$ cat config.mk
export PLATFORM = sky130hd
export DESIGN_NAME = node_nic_ctrl
export DESIGN_NICKNAME = d
export VERILOG_FILES = /design/src/rtl/node_nic_ctrl.sv
export SDC_FILE = /design/constraint.sdc
export NUM_CORES = 1
export LEC_CHECK = 0
export CAP_MARGIN = 20
export CORE_MARGIN = 2
export CORE_UTILIZATION = 39
export DETAILED_ROUTE_END_ITERATION = 8
export GPL_TIMING_DRIVEN = 0
export HOLD_SLACK_MARGIN = 0.03
export PLACE_DENSITY = 0.77
export SLEW_MARGIN = 20
export SYNTH_ARGS = -nofsm -noshare
export SYNTH_HDL_FRONTEND = slang
export SYNTH_SLANG_ARGS = --single-unit
$ cat constraint.sdc
create_clock -name clk -period 1.6 [get_ports clk]
set_input_delay 0.48 -clock clk [delete_from_list [all_inputs] [get_ports clk]]
set_output_delay 0.48 -clock clk [all_outputs]
set_load 0.005 [all_outputs]
$ cat src/rtl/node_nic_ctrl.sv
// CMP node network interface: one input and one output packet buffer
// between the processor register port and the ring router port.
module node_nic_ctrl #(
    parameter int DATA_WIDTH = 64
) (
    input  logic                  clk,
    input  logic                  reset,
    input  logic                  nicEn,
    input  logic                  nicWrEn,
    input  logic [1:0]            addr_nic,
    input  logic [DATA_WIDTH-1:0] din_nic,
    output logic [DATA_WIDTH-1:0] dout_nic,
    input  logic                  net_si,
    output logic                  net_ro,
    input  logic [DATA_WIDTH-1:0] net_di,
    output logic                  net_so,
    input  logic                  net_ri,
    output logic [DATA_WIDTH-1:0] net_do
);

    localparam logic [1:0] A_IN_BUF  = 2'b00;
    localparam logic [1:0] A_IN_STAT = 2'b01;
    localparam logic [1:0] A_OUT_BUF = 2'b10;
    localparam logic [1:0] A_OUT_STA = 2'b11;

    logic                  in_full;
    logic                  out_full;
    logic [DATA_WIDTH-1:0] in_buf;
    logic [DATA_WIDTH-1:0] out_buf;

    logic rd;
    logic wr;
    logic deliver;
    logic consume;
    logic drain;
    logic load;

    assign rd      = nicEn & ~nicWrEn;
    assign wr      = nicEn & nicWrEn;
    assign deliver = net_si & net_ro;
    assign consume = rd & (addr_nic == A_IN_BUF) & in_full;
    assign drain   = net_so & net_ri;
    // Drop decision uses the pre-edge out_full, so a same-cycle drain never admits a write.
    assign load    = wr & (addr_nic == A_OUT_BUF) & ~out_full;

    always_ff @(posedge clk) begin
        if (reset) begin
            in_full  <= 1'b0;
            out_full <= 1'b0;
            in_buf   <= '0;
            out_buf  <= '0;
        end else begin
            if (deliver) begin
                in_buf  <= net_di;
                in_full <= 1'b1;
            end else if (consume) begin
                in_full <= 1'b0;
            end
            if (load) begin
                out_buf  <= din_nic;
                out_full <= 1'b1;
            end else if (drain) begin
                out_full <= 1'b0;
            end
        end
    end

    assign net_ro = ~in_full & ~reset;
    assign net_so = out_full & ~reset;
    assign net_do = reset ? '0 : out_buf;

    always_comb begin
        dout_nic = '0;
        if (rd && !reset) begin
            case (addr_nic)
                A_IN_BUF:  dout_nic = in_buf;
                A_IN_STAT: dout_nic = {{(DATA_WIDTH-1){1'b0}}, in_full};
                A_OUT_BUF: dout_nic = out_buf;
                A_OUT_STA: dout_nic = {{(DATA_WIDTH-1){1'b0}}, out_full};
                default:   dout_nic = '0;
            endcase
        end
    end

endmodule

==> metrics.txt, run 1 <==
Reg2Reg Depth=5; CP startpoint kind=input port; Post-Synth Adder-Cell Area=0%; pwr dens=787.9 nW/um^2; Final WS setup=-402.7 ps; TritonCTS clock tree=yes; Final Slew Violations=0; Area contributors post-synth=dfxtp_1 42%, nor2b_1 13%, mux2i_1 10%, mux2_1 7.7%, nand2_1 7.7%; EDFF count, synth=0; Slew @ Worst Pin=459.3 ps; M1 GR Usage=31.92%; Post-synth ARST share=0%; Tcrit/Tclk final=125.2%; HP Class=input port to flip-flop; Worst setup EP type=output pin; initial DRC count=236; total power=0.009089 W; Final nets=1,191; busiest metal layer after global routing=met2; Hold Slack=446.0 ps; Cell Area, Synth=6257 sq um; CP cell instances=buf_8, buf_8, buf_12, buf_12, buf_4, mux2i_2, nor2_4, buf_2; die height=130.7 um; CTS clk-pin slew, worst paths=approximately 50 ps; layout cells sized above 1=43.91%; leakage=around 4.7 nW; Synth cell types=24; post-synthesis sequential area ratio=between 40% and 50%; unrepaired setup endpoints after global routing=yes; DR WL/cell=18.28 um; Synth Area in Simple Gates=25.51%; status=finished with violations; die width=130.7 um; WHS Endpoint=in_full; global routing usage on met3=6.474%; flops & latches, synth=130; I/O Pins=266; Final ANT Viol Nets=0; CTS root buffer=clkbuf_16; reg2reg start=out_full; Max Buffers Root-to-Sink=2; Worst Skew=7.470 ps; complex-gate fraction of the synthesized area=5.379%; total clock sinks=130; starting density of the core=39.68%; Main synth FF type=dfxtp_1; cell taking the most area after synthesis=dfxtp_1; xor/xnor cell area share of the yosys netlist=0%; fillcell total=1,136; HP Start=nicWrEn; RR Endpoint=out_buf[31]; # DRC=0; setup TNS=-27,890 ps; crit path kind=input port to output pin; max-capacitance violation count=0; vias in the first global route=6,350; Final GP Congestion=between 0.8 and 0.9; diode count=0; failing checks=negative setup slack; endpoints failing setup=117; mux cell area share after synthesis=21.96%; row cnt=between 40 and 50; initial antenna violation count=0; CP max-delay cell=mux2i_2; routed wire length=23,480 um; Worst Path Arrival=1520 ps; FMAX=499.3 MHz; Post-CTS Hold Buffers=0; Synth top cells by count=130 x dfxtp_1, 130 x nor2b_1, 129 x nand2_1, 65 x nor2_1, 63 x mux2i_1; final hold vios=0; H-tree depth=4; vias=6,291; cells after synthesis=711; DP HPWL=14,470 um; Clock Latency Late Sink=420 ps; synth warn=0; syn nets=about 850; CP required=1120 ps; Tot GR Track Use=26.33%; Port Buffers=265; worst hold path stage count=3; gr ovfl total=0; Synth top area share=41.59%; Crit Path Max Fanout=5; Global Route met2 Usage=45.28%; CTS Buf Count=17; syn avg cell area=between 8 and 9 sq um; synthesis-to-finish area growth=84.36%; first-pass GRT wire length=roughly 34,000 um; Peak VDD IR=0.7899 mV; Tmin final=~2000 ps; DR pass1 iterations=5; CORE AREA=about 16,000 sq um; DIE AREA=between 15,000 and 20,000 sq um; routed vias/inst=around 5; slowest stage delay, CP=230 ps; max_slew headroom=a little over two thirds; largest net degree at the start of global routing=17; FF-to-FF setup slack=90 ps; combinational family with the most area after synthesis=simple AND/OR/NAND/NOR gates
worst max path at each step:
stage                      startpoint      endpoint  slack, ps  depth (start not counted)
final                     addr_nic[1]  dout_nic[28]       -400                          8
after global routing      addr_nic[0]  dout_nic[23]       -440                          7
after CTS                 addr_nic[0]  dout_nic[53]       -410                          8
after detailed placement        reset  dout_nic[26]      -1460                          7
after global placement          reset  dout_nic[26]      -1450                          7
after floorplan           addr_nic[0]  dout_nic[13]        -40                          5
layout by cell type, fill, tap and decap left out, types with 31 or more instances in the layout:
cell	synthesis	final
buf_2	30	101
buf_6	5	38
nor2b_4	0	47
nor2b_1	130	66
mux2i_1	63	31
nand2_1	129	129
nor2_4	0	39
dfxtp_1	130	109
clkdlybuf4s50_1	0	130
o21ai_0	49	48
buf_4	11	35
mux2_1	43	43
final cells by class:
class                      count  area (sq um)  area share (%)
inverter                       1         3.754         0.03254
multi-input combinational    525          4369           37.87
tap                          216         270.3           2.343
buffer                        49         541.8           4.696
timing repair buffer         331          3105           26.92
sequential                   130          2631           22.81
clock buffer                  22         484.2           4.197
clock inverter                10         130.1           1.128
power breakdown:
group	total, W	internal (W)	leakage, nW	switching [W]
logic	0.00151	0.000881	3.32	0.000631
clock network	0.00404	0.00260	0.302	0.00144
registers	0.00354	0.00341	1.07	0.000123
total	0.00909	0.00689	4.69	0.00220
worst max-delay path: cells and delay by family:
| kind | cells | cell delay [ps] |
|---|---|---|
| buffers and inverters | 6 | 750 |
| muxes | 1 | 230 |
| and+or+nand+nor | 1 | 40 |
logic make-up after synthesis:
logic type / Yosys count
flops: 130
mux: 128
compound gates: 66
simple gates: 330
buf+inv: 57
state kept, by name, indices dropped and copies added (netlist names):
signal and flops:
in_buf 64, out_full 1, in_full 1, out_buf 64
per-stage QoR:
step | cells | utilization, % | worst slack, ps | cell area (sq um)
floorplan | 711 | - | -41.89 | 6371
global placement | 1192 | 58.93 | -1449 | 9294
detailed placement | 1192 | 58.93 | -1460 | 9294
CTS | 1275 | 70.29 | -406.1 | 11080
global route | 1284 | 73.15 | -442.5 | 11540
finish | 1284 | 73.15 | -402.7 | 11540
per-layer routing:
metal / up-vias / wire (um) / share of wire, %
met2: 224 / 11960 / 51
met3: 50 / 1461 / 6.2
met1: 2997 / 9450 / 40
met4: 0 / 607 / 2.6
li1: 3020 / - / -
met5: - / 0 / 0
repair_timing:
item	in CTS	in global routing
setup buffers	42	12
setup endpoints to repair	260	182
pin swaps	36	22
cloned	10	3
resized for setup	775	138
Note: power is estimated with default switching activity, not from simulation.
==> run 2, diff against run 1 <==
--- a/config.mk
+++ b/config.mk
@@ -7,11 +7,12 @@
 export LEC_CHECK = 0
 export CAP_MARGIN = 20
 export CORE_MARGIN = 2
-export CORE_UTILIZATION = 39
+export CORE_UTILIZATION = 57
 export DETAILED_ROUTE_END_ITERATION = 8
+export DONT_BUFFER_PORTS = 1
 export GPL_TIMING_DRIVEN = 0
 export HOLD_SLACK_MARGIN = 0.03
-export PLACE_DENSITY = 0.77
+export PLACE_DENSITY = 0.75
 export SLEW_MARGIN = 20
 export SYNTH_ARGS = -nofsm -noshare
 export SYNTH_HDL_FRONTEND = slang
==> run 2 against run 1 <==
Setup slack better by 6.4 ps. Via count is 12% lower. Sequential share of layout area is 6.8 points higher. Routed wire length is 5.1% lower. The run still ends with negative setup slack left. Count of clock-buffer cells in the layout is 2 higher. Maximum frequency is 0.32% higher.
==> metrics.txt, run 2 (synthesis results as in run 1) <==
status=finished with violations; failing checks=negative setup slack; unrepaired setup endpoints after global routing=yes; Crit path max-delay family=multiplexers; FMAX=500.9 MHz (+0.32%); Final WS setup=-396.4 ps (+6.378 ps); CORE AREA=10,790 sq um (-32%); DP Area=6546 sq um (-30%); Tot GR Track Use=33.52% (+7.2 points); final hold vios=0 (unchanged); Clock Latency Late Sink=540 ps (+120 ps); starting density of the core=57.98% (+18 points); Inst Count DP=851 (-29%); worst setup path endpoint=dout_nic[0]; Buffers & Inverters on Critical Path=0 (-6); reg2reg start=in_full; largest net degree at the start of global routing=17 (unchanged); diode count=0 (unchanged); vias=5,552 (-12%); Max Buffers Root-to-Sink=2 (unchanged); finished layout cell area=9144 sq um (-21%); endpoints failing setup=56 (-52%); Port Buffers=0 (-100%); Final nets=893 (-25%); most frequent cells in the layout=129 x nand2_1, 78 x dfxtp_2, 72 x nor2b_1; leakage=3.166 nW (-33%); Final ANT Viol Nets=0 (unchanged); Final Slew Violations=0 (unchanged); Worst Skew=4.802 ps (-2.668 ps); pre-CTS WS=-177.7 ps (+1282 ps); DIE AREA=11,830 sq um (-31%); CP startpoint kind=flip-flop; RR Endpoint=in_buf[56]; # DRC=0 (unchanged); max_slew headroom=64.46% (-4.9 points); row cnt=38 (-17%); H-tree depth=4 (unchanged); synthesis-to-finish area growth=46.13%; max-capacitance violation count=0 (unchanged); fillcell total=562 (-51%); Peak VDD IR=1.071 mV (+36%); vias in the first global route=5,488 (-14%); fin cells=908 (-29%); routed wire length=22,280 um (-5.1%); Tcrit/Tclk final=124.8% (-0.40 points); Post-CTS Hold Buffers=0 (unchanged); CP cell instances=mux4_2, and3_4; die width=108.8 um (-17%); gr ovfl total=0 (unchanged); routed vias/inst=6.115 (+25%); CP required=1120 ps (about the same); total clock sinks=130 (unchanged); HP Class=input port to flip-flop; Largest regs=in_buf (64), out_buf (64); most common cell after layout, fill and taps aside=nand2_1; CP Depth=2 (-6); DR pass1 iterations=4 (-1); Crit Path Max Fanout=2 (-3); Worst Path Arrival=1520 ps (about the same); slowest stage delay, CP=450 ps (+220 ps); Slew @ Worst Pin=533.0 ps (+73.72 ps); Tmin final=1996 ps (-6.378 ps); pwr dens=913.5 nW/um^2 (+16%); initial DRC count=390 (+65%); crit path kind=flip-flop to output pin; Worst setup EP type=output pin; I/O Pins=266 (unchanged); CP Launch Point=in_full; first-pass GRT wire length=29,770 um (-13%); initial antenna violation count=0 (unchanged); DP HPWL=12,430 um (-14%); die height=108.8 um (-17%); CTS root buffer=clkbuf_8; FF-to-FF setup slack=80 ps (about the same); CP max-delay cell=mux4_2; layout cells sized above 1=51.82% (+7.9 points); CTS Buf Count=17 (unchanged); TritonCTS clock tree=yes; DR WL/cell=24.53 um (+34%); Reg2Reg Depth=7 (+2); CTS clk-pin slew, worst paths=60 ps (about the same); Final GP Congestion=0.8054 (-2.8%)
## run 2: cell count changes in the layout (fill, tap and decap cells not counted), moves of 14 or more
cell,before,now
nor2_2,16,2
mux2i_1,31,1
clkdlybuf4s50_1,130,0
buf_4,35,15
buf_6,38,11
mux2i_4,20,47
nor2_4,39,63
buf_2,101,16
nor2b_2,17,31
nor2b_4,47,27
dfxtp_2,20,78
dfxtp_1,109,51
## run 2: repair_timing
| item | in CTS | in global routing |
|---|---|---|
| setup endpoints to repair | 76 | 131 |
| buffers inserted | 14 | 2 |
| pin swaps | 32 | 33 |
| gates cloned | 14 | 2 |
| gates resized for setup | 310 | 149 |
## run 2: worst min path at each step
| stage | to | cells after the start | start |
|---|---|---|---|
| final | in_buf[4] | 2 | net_di[4] |
| after global routing | in_buf[4] | 2 | net_di[4] |
| after CTS | in_buf[55] | 2 | net_di[55] |
| after detailed placement | in_buf[13] | 2 | in_buf[13] |
| after global placement | in_buf[15] | 2 | in_buf[15] |
| after floorplan | in_buf[12] | 2 | in_buf[12] |
## run 2: cell type report
class                      instances  area, sq um  area share [%]
clock buffer                      24        480.5           5.255
buffer                            55        538.0           5.884
clock inverter                     6        55.05          0.6021
timing repair buffer              26        431.7           4.721
inverter                           1        3.754         0.04105
tap                              140        175.2           1.916
sequential                       130         2704           29.57
multi-input combinational        526         4756           52.01
## run 2: where the power goes
group / switching (W) / internal, W / leakage, nW / total, W
sequential: 0.000171 / 0.00343 / 1.10 / 0.00360
combinational: 0.000591 / 0.000551 / 1.80 / 0.00114
clock: 0.00141 / 0.00220 / 0.270 / 0.00361
total: 0.00218 / 0.00618 / 3.17 / 0.00835
## run 2: worst reg2reg max path, delay by kind of cell (launching register included)
family                 cells  cell delay (ps)
DFF                        1              350
buffers and inverters      4              610
and+or+nand+nor            2              360
AOI/OAI and AO/OA          1              100
## run 2: per-layer routing
metal	wire (um)	track usage [%]	share of wire [%]
met1	7655	35.53	34
met3	1810	10.34	8.1
met2	11770	59.64	53
met5	0	0	0
met4	1037	17.49	4.7
## run 2: per-stage QoR
stage | TNS (ps) | total power (W) | utilization (%) | hold slack (ps)
2_1_floorplan | -2299 | 0.004065 | - | 427.7
3_3_place_gp | -10400 | 0.004197 | 60.65 | 437.4
3_5_place_dp | -12640 | 0.004231 | 60.65 | 446.0
4_1_cts | -2698 | 0.008101 | 79.69 | 42.05
5_1_grt | -4286 | 0.008536 | 84.72 | 48.43
6_report | -2702 | 0.008353 | 84.72 | 55.45
==> run 3, diff against run 2 <==
--- a/config.mk
+++ b/config.mk
@@ -12,6 +12,7 @@
 export DONT_BUFFER_PORTS = 1
 export GPL_TIMING_DRIVEN = 0
 export HOLD_SLACK_MARGIN = 0.03
+export MAX_ROUTING_LAYER = met4
 export PLACE_DENSITY = 0.75
 export SLEW_MARGIN = 20
 export SYNTH_ARGS = -nofsm -noshare
==> run 3 against run 2 <==
Register-to-register slack about the same. Non-clock buffer count unchanged. The flow still finishes with violations (negative setup slack). Sequential share of layout area about the same. Routed wire length decreased by 0.32%. Combinational power about the same. Sequential power about the same.
==> metrics.txt, run 3 (synthesis results as in run 1) <==
Combinational Power Share=13.7% (about the same); gr ovfl total=0 (unchanged); initial DRC count=346 (-11%); FMAX=502.6 MHz (+0.34%); vias=5,532 (-0.36%); synthesis-to-finish area growth=46.21% (about the same); slowest stage delay, CP=460 ps (about the same); CP Depth=2 (unchanged); crit path kind=flip-flop to output pin; Final nets=893 (unchanged); Peak VDD IR=0.7526 mV (-30%); Buffers & Inverters on Critical Path=0 (unchanged); Tmin final=1990 ps (-6.834 ps); vias in the first global route=5,497 (+0.16%); CP max-delay cell=mux4_2; Worst Path Arrival=1510 ps (about the same); clock share of power=43.1% (about the same); HP Class=input port to flip-flop; internal power=0.006177 W (about the same); CTS clk-pin slew, worst paths=60 ps (about the same); Seq pwr share=43.2% (about the same); Port Buffers=0 (unchanged); I/O Pins=266 (unchanged); Worst Skew=4.186 ps (-0.6161 ps); failing checks=negative setup slack; die width=108.8 um (unchanged); CP startpoint kind=flip-flop; Net Sw Frac=25.98% (-0.070 points); most frequent cells in the layout=129 x nand2_1, 78 x dfxtp_2, 72 x nor2b_1; sequential standard cell area=2704 sq um (unchanged); routed wire length=22,210 um (-0.32%); TritonCTS clock tree=yes; worst hold path stage count=2 (unchanged); routed vias/inst=6.093 (-0.36%); setup TNS=-2756 ps (-54.09 ps); CTS root buffer=clkbuf_8; DR WL/cell=24.45 um (-0.32%); endpoints failing setup=51 (-8.9%); Tot GR Track Use=34.53% (+1.0 points); DIE AREA=11,830 sq um (unchanged); Worst setup EP type=output pin; diode count=0 (unchanged); most common cell after layout, fill and taps aside=nand2_1; pre-CTS WS=-177.7 ps (unchanged); Net Switching=0.002168 W (-0.36%); Reg2Reg Depth=7 (unchanged); Final GP Congestion=0.8171 (+1.5%); max-capacitance violation count=0 (unchanged); H-tree depth=4 (unchanged); Final Slew Violations=0 (unchanged); initial antenna violation count=0 (unchanged); CP cell instances=mux4_2, and3_4; CTS Buf Count=17 (unchanged); DP HPWL=12,430 um (unchanged); Crit path max-delay family=multiplexers; Hold Slack=58.38 ps (+2.930 ps); Slew @ Worst Pin=552.8 ps (+19.75 ps); row cnt=38 (unchanged); starting density of the core=57.98% (unchanged); fillcell total=559 (-0.53%); final hold vios=0 (unchanged); Largest regs=in_buf (64), out_buf (64); Clock Latency Late Sink=530 ps (about the same); Crit Path Max Fanout=4 (+2); die height=108.8 um (unchanged); Tcrit/Tclk final=124.3% (-0.43 points); Final ANT Viol Nets=0 (unchanged); Final WS setup=-389.5 ps (+6.834 ps); status=finished with violations; CP required=1120 ps (about the same); leakage=3.166 nW (about the same); first-pass GRT wire length=29,750 um (about the same); unrepaired setup endpoints after global routing=yes; total clock sinks=130 (unchanged); largest net degree at the start of global routing=17 (unchanged); CORE AREA=10,790 sq um (unchanged); pwr dens=912.2 nW/um^2 (-0.15%); multi-input combinational cell area=4761 sq um (+0.11%); DR pass1 iterations=5 (+1); layout cells sized above 1=51.82% (unchanged); # DRC=0 (unchanged); max_slew headroom=63.15% (-1.3 points); Max Buffers Root-to-Sink=2 (unchanged)
run 3: cell types whose count changed in the layout (fill, tap and decap cells not counted):
cell	previous run	this run
nor2_2	2	1
nor2_4	63	64
run 3: through the flow:
stage	instance area (sq um)	std cells	util [%]	power [W]
floorplan	6371	711	-	0.004065
global placement	6546	851	60.65	0.004197
detailed placement	6546	851	60.65	0.004231
CTS	8601	908	79.69	0.008101
global route	9149	908	84.77	0.008525
finish	9149	908	84.77	0.008345
run 3: timing repair:
action	4_1_cts	5_1_grt
gates cloned	14	2
setup buffers	14	2
pin swaps	32	33
gates resized for setup	310	150
hold buffers	0	0
endpoints found under the hold margin	0	0
setup endpoints to repair	76	133
run 3: worst reg2reg max path, cell delays in order, from the launching register on:
cell     delay (ps)
dfxtp_4         350
buf_6           120
nor3b_4         250
buf_6           150
buf_4           120
buf_2           220
nand2_1         110
o21ai_0         110
run 3: cell type report:
type                       count  share of cell area [%]
multi-input combinational    526                   52.04
sequential                   130                   29.55
buffer                        55                   5.881
clock buffer                  24                   5.252
timing repair buffer          26                   4.718
tap                          140                   1.915
clock inverter                 6                  0.6018
inverter                       1                 0.04103
run 3: metal layers:
layer	up-vias	global-route usage [%]	part of all wire, %
met3	77	9.265	7.7
met5	-	-	0
met2	327	59.51	52
met1	2699	36.36	36
met4	0	17.58	4.2
li1	2429	-	-
run 3: worst paths after layout:
kind	from	endpoint	slack, ps
worst max-delay path	out_full	dout_nic[0]	-390
worst min-delay path	net_di[4]	in_buf[4]	60
worst max register to register	in_full	in_buf[56]	70
worst min register to register	in_buf[48]	in_buf[48]	480
run 3: power by group through the flow:
| stage | Sequential (W) | Combinational (W) | Clock [W] |
|---|---|---|---|
| after floorplan | 0.00354 | 0.000529 | 0 |
| after global placement | 0.00356 | 0.000635 | 0 |
| after detailed placement | 0.00357 | 0.000663 | 0 |
| after CTS | 0.00355 | 0.00100 | 0.00355 |
| after global routing | 0.00361 | 0.00121 | 0.00370 |
| final | 0.00360 | 0.00114 | 0.00360 |
